### src/rtl/key_scan_4.sv
// Debounced 4-key scanner: presents one one-hot code per press and holds it until ack.
// Optional auto-repeat of a held key is enabled by defining KEY_SCAN_AUTOREPEAT_EN.
module key_scan_4 #(
  parameter int unsigned DEB_CYCLES    = 16,
  parameter int unsigned REPEAT_CYCLES = 1000
) (
  input  logic       clk,
  input  logic       rst_n,
  input  logic [3:0] key_raw,
  input  logic       ack,
  output logic [3:0] a,
  output logic       valid
);

  typedef enum logic [1:0] {IDLE, DEBOUNCE, VALID, RELEASE} state_t;

  localparam logic [15:0] DEB_LAST = 16'(DEB_CYCLES - 1);

  state_t      state;
  logic [3:0]  sync1;
  logic [3:0]  ks;
  logic [3:0]  cand;
  logic [15:0] cnt;
  logic        cand_hit;

`ifdef KEY_SCAN_AUTOREPEAT_EN
  localparam logic [15:0] RPT_LAST = 16'(REPEAT_CYCLES - 1);
  logic [15:0] rpt;
`endif

  // Highest-index key wins when several are pressed together.
  function automatic logic [3:0] top_one_hot(input logic [3:0] v);
    if (v[3])      return 4'b1000;
    else if (v[2]) return 4'b0100;
    else if (v[1]) return 4'b0010;
    else if (v[0]) return 4'b0001;
    else           return 4'b0000;
  endfunction

  assign cand_hit = |(ks & cand);

  // NOTE: state is updated with non-blocking assignments only, so every branch
  // below reads the pre-edge values of cnt, cand and ks regardless of order.
  always_ff @(posedge clk or negedge rst_n) begin
    if (!rst_n) begin
      state <= IDLE;
      sync1 <= 4'b0000;
      ks    <= 4'b0000;
      cand  <= 4'b0000;
      cnt   <= 16'd0;
      a     <= 4'b0000;
      valid <= 1'b0;
`ifdef KEY_SCAN_AUTOREPEAT_EN
      rpt   <= 16'd0;
`endif
    end else begin
      sync1 <= key_raw;
      ks    <= sync1;
      case (state)
        IDLE: begin
          a     <= 4'b0000;
          valid <= 1'b0;
          if (ks != 4'b0000) begin
            cand  <= top_one_hot(ks);
            cnt   <= 16'd0;
            state <= DEBOUNCE;
          end
        end
        DEBOUNCE: begin
          // Only the captured key matters; other keys neither restart nor retarget.
          if (!cand_hit)            state <= IDLE;
          else if (cnt == DEB_LAST) state <= VALID;
          else                      cnt   <= cnt + 16'd1;
        end
        VALID: begin
          a     <= cand;
          valid <= 1'b1;
          // ack is honoured only once valid is actually visible downstream.
          if (valid && ack) begin
            a     <= 4'b0000;
            valid <= 1'b0;
            cnt   <= 16'd0;
            state <= RELEASE;
`ifdef KEY_SCAN_AUTOREPEAT_EN
            rpt   <= 16'd0;
`endif
          end
        end
        RELEASE: begin
          if (ks != 4'b0000)        cnt   <= 16'd0;
          else if (cnt == DEB_LAST) state <= IDLE;
          else                      cnt   <= cnt + 16'd1;
`ifdef KEY_SCAN_AUTOREPEAT_EN
          if (!cand_hit) begin
            rpt <= 16'd0;
          end else if (rpt == RPT_LAST) begin
            rpt   <= 16'd0;
            state <= VALID;
          end else begin
            rpt <= rpt + 16'd1;
          end
`endif
        end
        default: state <= IDLE;
      endcase
    end
  end

endmodule

### config.mk
export PLATFORM = sky130hd
export DESIGN_NAME = key_scan_4
export DESIGN_NICKNAME = d
export VERILOG_FILES = /design/src/rtl/key_scan_4.sv
export SDC_FILE = /design/constraint.sdc
export NUM_CORES = 1
export LEC_CHECK = 0
export CAP_MARGIN = 40
export CORE_MARGIN = 2
export CORE_UTILIZATION = 55
export CTS_CLUSTER_DIAMETER = 40
export DETAILED_ROUTE_END_ITERATION = 8
export PLACE_DENSITY = 0.75
export SLEW_MARGIN = 15
export SYNTH_ARGS = -nofsm -noshare
export SYNTH_HDL_FRONTEND = slang
export SYNTH_SLANG_ARGS = --single-unit
export TNS_END_PERCENT = 20
### constraint.sdc
create_clock -name clk -period 1.9 [get_ports clk]
set_clock_uncertainty 0.05 [all_clocks]
set_input_delay 0.38 -clock clk [delete_from_list [all_inputs] [get_ports clk]]
set_output_delay 0.38 -clock clk [all_outputs]
set_load 0.05 [all_outputs]
Word level (Yosys, flattened, before mapping) --
Cells that the tools add are included.
Cells by class: $add $sub $neg 1, equality and inequality tests 10, muxes and demuxes 21, bitwise gates (word level) 1, reduce and logical (&&, ||, !) cells 8
Operator list (number):
- 16-bit two-way mux | 5
- 16-bit case mux with 4 select lines | 1
- 16-bit by 1-bit adder with 16-bit output (second input constant) | 1
- 16-bit by 4-bit == test with 1-bit output (second input constant) | 1
- 2-bit two-way mux | 7
- 2-bit inequality test (second input constant) | 5
- 4-bit two-way mux | 2
- 2-bit case mux with 4 select lines | 1
- 4-bit case mux with 2 select lines | 1
- 5-bit AND reduction | 1
- 4-bit bitwise AND | 1
- 2-bit == test (second input constant) | 2
- 4-bit nonzero test | 1
- 4-bit OR reduction | 1
- 3-bit two-way mux | 1
- 3-bit inequality test (second input constant) | 1
- 3-bit AND reduction | 1
- 2-bit by 1-bit == test with 1-bit output (second input constant) | 1
- 2-bit logical NOT | 1
- 1-bit two-way mux | 2
- 1-bit case mux with 2 select lines | 1
- 2-bit AND reduction | 1
- 2-bit nonzero test | 1
- 1-bit logical AND | 1
Storage, ports and cells: register bits 35, bits of input ports 7, output and inout bits 5, logic and storage cells 48

Longest topological paths before layout --
Gate-level depths: netlist (run 1).
depth after elaboration 4, gate-level depth with buffers 6

Worst setup path after synthesis (run 1) --
No wires, ideal clock.
path type register to register, start register valid, end register cnt[7], setup time 0.079 ns, arrival time 1.712 ns, data required time 1.771 ns, slack 0.059 ns, stages on the path, launching flop included 6, buffers on the path 1, path through dfrtp_1 > and2_1 > o221ai_4 > buf_6 > nor4b_1 > mux2i_1
On the way: word-level cells in the longest chain between the ends 3
RTL lines:
- start, declared | RTL line 12 | output logic valid
- start signal, assigned | RTL line 52 | valid <= 1'b0;
- start signal, assigned | RTL line 62 | valid <= 1'b0;
- start signal, assigned | RTL line 77 | valid <= 1'b1;
- 1-bit logical AND | RTL line 79 | if (valid && ack) begin
- 2-bit inequality test (no line)
- 3-bit AND reduction (no line)
- end signal, assigned | RTL line 73 | else cnt <= cnt + 16'd1;
- end signal, assigned | RTL line 92 | else cnt <= cnt + 16'd1;
- end, declared | RTL line 23 | logic [15:0] cnt;
Every way passes these cells. A chain may end at the register's enable or synchronous reset.

Final worst setup path (run 1) --
start register ks[0], end register cnt[1]
On the way: word-level cells in the longest chain between the ends 4
RTL lines:
- start, declared | RTL line 21 | logic [3:0] ks;
- start signal, assigned | RTL line 58 | ks <= sync1;
- 4-bit bitwise AND | RTL line 40 | assign cand_hit = |(ks & cand);
- 4-bit OR reduction | RTL line 40
- 2-bit inequality test (no line)
- 3-bit AND reduction (no line)
Parallel ways exist; a longest one is shown, timed or not.

==> flow_summary_export.csv, run 1 <==
group,metric,value,unit
clock_tree,clk_latency,330,ps
cells_and_area,layout-drive-gt1-share,19.6,%
yosys,synthFlopType,"dfrtp_1",
yosys,yosys.cell_count.top_type,"dfrtp_1",
setup_path,cp-startpoint,"ks[0]",
yosys,synthArstFlopShare,100,%
floorplan,rows,20,
clock_tree,cts_buffers,5,
clock_tree,holdBufCountCts,0,
clock_tree,clk_pin_slew,100,ps
min_path,worstHoldPathType,"reg -> reg",
floorplan,coreArea,0.00308,mm^2
detailed_routing,wl_per_cell,16.1,um
detailed_routing,avgViaCountPerCell,6.20,
clock_tree,cts_tree,"yes",
place,dp.final_hpwl,2510,um
sta,period_share,95.4,%
yosys,synthesis.area,0.00180,mm^2
sta,finalHoldViolCount,0,
place,numPortBuffers,11,
yosys,synthDistinctLibCells,40,
sta,rsz0062_at_grt,"true",
yosys,synth_seq_cells,35,
cells_and_area,syn2layout_area_growth,18.5,%
place,dp.cells,224,
setup_path,cp.depth,5,
clock_tree,clockBufferDepth,2,
floorplan,start_util,58.3,%
global_routing,grt-ovfl-total,0,
sta,slew_headroom,70.9,%
sta,setup_violations,0,
place,gp_congestion,0.887,
setup_path,cp.arrival,1980,ps
clock_tree,htree_levels,2,
global_routing,grt_pass1_vias,1401,
cells_and_area,fin_nets,196,
clock_tree,cts_resized,0,
setup_path,timing.rr.start,"ks[0]",
setup_path,cp_slowest_stage_delay,590,ps
floorplan,io_pins,12,
global_routing,grt_max_degree,36,
sta,clock.fmax,0.552,GHz
yosys,synth_edf_count,0,
floorplan,die_x,61.1,um
detailed_routing,drtIter0Drc,124,
yosys,syn_inst,167,
pwr,leakage,0.872,nW
pwr,irDropWorstVdd,0.000701,V
setup_path,crit_chain,"or4_4, o22ai_2, nor3_1, buf_4, mux2i_1",
min_path,holdPathStages,0,
yosys,synth_top_cell_by_area,"dfrtp_1",
yosys,synth_top_area_share,48.8,%
detailed_routing,drt_pass1_iterations,4,
clock_tree,post-cts-setup-buffer-count,0,
setup_path,crit_fanout,6,
global_routing,antenna_found_initial,0,
setup_path,critPathCaptureType,"register",
yosys,syn_area_per_cell,10.8,um^2
cells_and_area,n_antenna_cell,0,
setup_path,worstRegToRegCells,5,
sta,slew_viol_final,0,
detailed_routing,postRouteAntennaNets,0,
sta,tns,0,ps
cells_and_area,instances_no_fill,233,
setup_path,worstSetupPathType,"reg -> reg",
yosys,syn_nets,175,
flow_run,max_cap_viol_count,0,
cells_and_area,final_util,69.1,%
global_routing,track_usage,23.1,%
setup_path,crit_buf_inv,1,
min_path,hold_start,"sync1[3]",
sta,post-route-min-period,1810,ps
yosys,ys_warn_count,0,
outcome,status,"finished clean",
detailed_routing,dr_total_vias,1445,
yosys,ys_seq_area_share,48.8,%
setup_path,start_kind,"register",
setup_path,crit_slowest_cell,"or4_4",
sta,worst_pin_slew,436,ps
setup_path,critPathTopFamily,"simple AND/OR/NAND/NOR gates",
setup_path,worstPathRequired,2060,ps
detailed_routing,drt_wl_total,3760,um
pwr,power.density,1040,mW/mm^2
global_routing,grt_pass1_wl,6340,um
detailed_routing,drcViolationCount,0,
floorplan,die_area,0.00374,mm^2
clock_tree,clock-root-buffer,"clkbuf_4",
yosys,synth_common_cells,"dfrtp_1 (35), o21ai_0 (14), mux2i_1 (11)",
yosys,synth_area_leaders,"dfrtp_1 (49%), mux2i_1 (6.1%), o21bai_1 (4.2%)",
clock_tree,clock_sinks,35,
floorplan,die_h,61.1,um
==> report_power, final <==
group	internal, mW	leakage (nW)	switching (mW)
Clock	0.411	0.0525	0.249
Combinational	0.277	0.359	0.373
Sequential	0.829	0.461	0.0773
Total	1.52	0.872	0.699
==> metrics by stage <==
stage	hold slack, ps	area, um^2	worst slack, ps	power, mW
6_report	307	2130	87.7	2.21
5_1_grt	323	2130	-18.9	2.35
4_1_cts	310	2100	28.4	2.21
3_5_place_dp	285	2000	-186	1.55
3_3_place_gp	282	2000	-111	1.52
2_1_floorplan	34.4	1800	59.0	1.39
==> cell type report <==
type                       instances  area (um^2)
sequential                        35          876
fill                             226          951
inverter                           2         7.51
timing repair buffer              25          215
multi-input combinational        119          872
clock buffer                       6         41.3
tap                               44         55.1
clock inverter                     2         60.1
==> per-layer routing <==
layer | up-vias | share of wire, % | global-route usage, %
met5 | - | 0 | 0
met4 | 0 | 1.1 | 8.39
met3 | 6 | 5.7 | 3.78
met2 | 44 | 50 | 38.3
met1 | 702 | 43 | 30.8
li1 | 693 | - | -
==> worst reg2reg max path, stage by stage, from the launching register on <==
cell     delay, ps
dfrtp_1        390
or4_4          590
o22ai_2        300
nor3_1         100
buf_4          160
mux2i_1        110
==> final timing paths <==
kind,to,slack (ps)
min in group asynchronous,a[3],400
max reg2reg,cnt[1],90
min,ks[3],310
max in group asynchronous,cnt[10],1080
max,cnt[1],90
min reg2reg,ks[3],310
==> cells in the final DEF, fill, tap and decap left out, types with 5 or more instances in the layout <==
master and instances:
a21oi_1 9, buf_4 18, clkbuf_4 5, clkdlybuf4s50_1 6, dfrtp_1 35, mux2i_1 11
nand2_1 8, nand4_1 5, nor4b_1 5, o21ai_0 14, o21bai_1 10, o31ai_1 6
or4_1 5
==> sequential cells by signal (all words and copies together) (netlist names), named ones only <==
register and cells:
a 4, cand 4, cnt 16, ks 4, state 1, sync1 4, valid 1
==> kinds of logic (layout without fill, tap and decap cells) <==
logic type,Yosys count,after routing,share of synthesized area [%]
AO/OA/AOI/OAI,52,53,20.3
adder cells (fa/ha/maj),2,2,1.25
buffers and inverters,14,35,4.32
flip-flops,35,35,48.8
multiplexers,11,11,6.13
AND/OR/NAND/NOR,53,53,19.2
(Power assumes the default switching activity.)
==> run 2: changes to the inputs <==
--- a/config.mk
+++ b/config.mk
@@ -5,7 +5,6 @@
 export SDC_FILE = /design/constraint.sdc
 export NUM_CORES = 1
 export LEC_CHECK = 0
-export CAP_MARGIN = 40
 export CORE_MARGIN = 2
 export CORE_UTILIZATION = 55
 export CTS_CLUSTER_DIAMETER = 40
==> results of run 2 <==
Same layout as run 1: the final DEF is identical, and so are final timing and power.
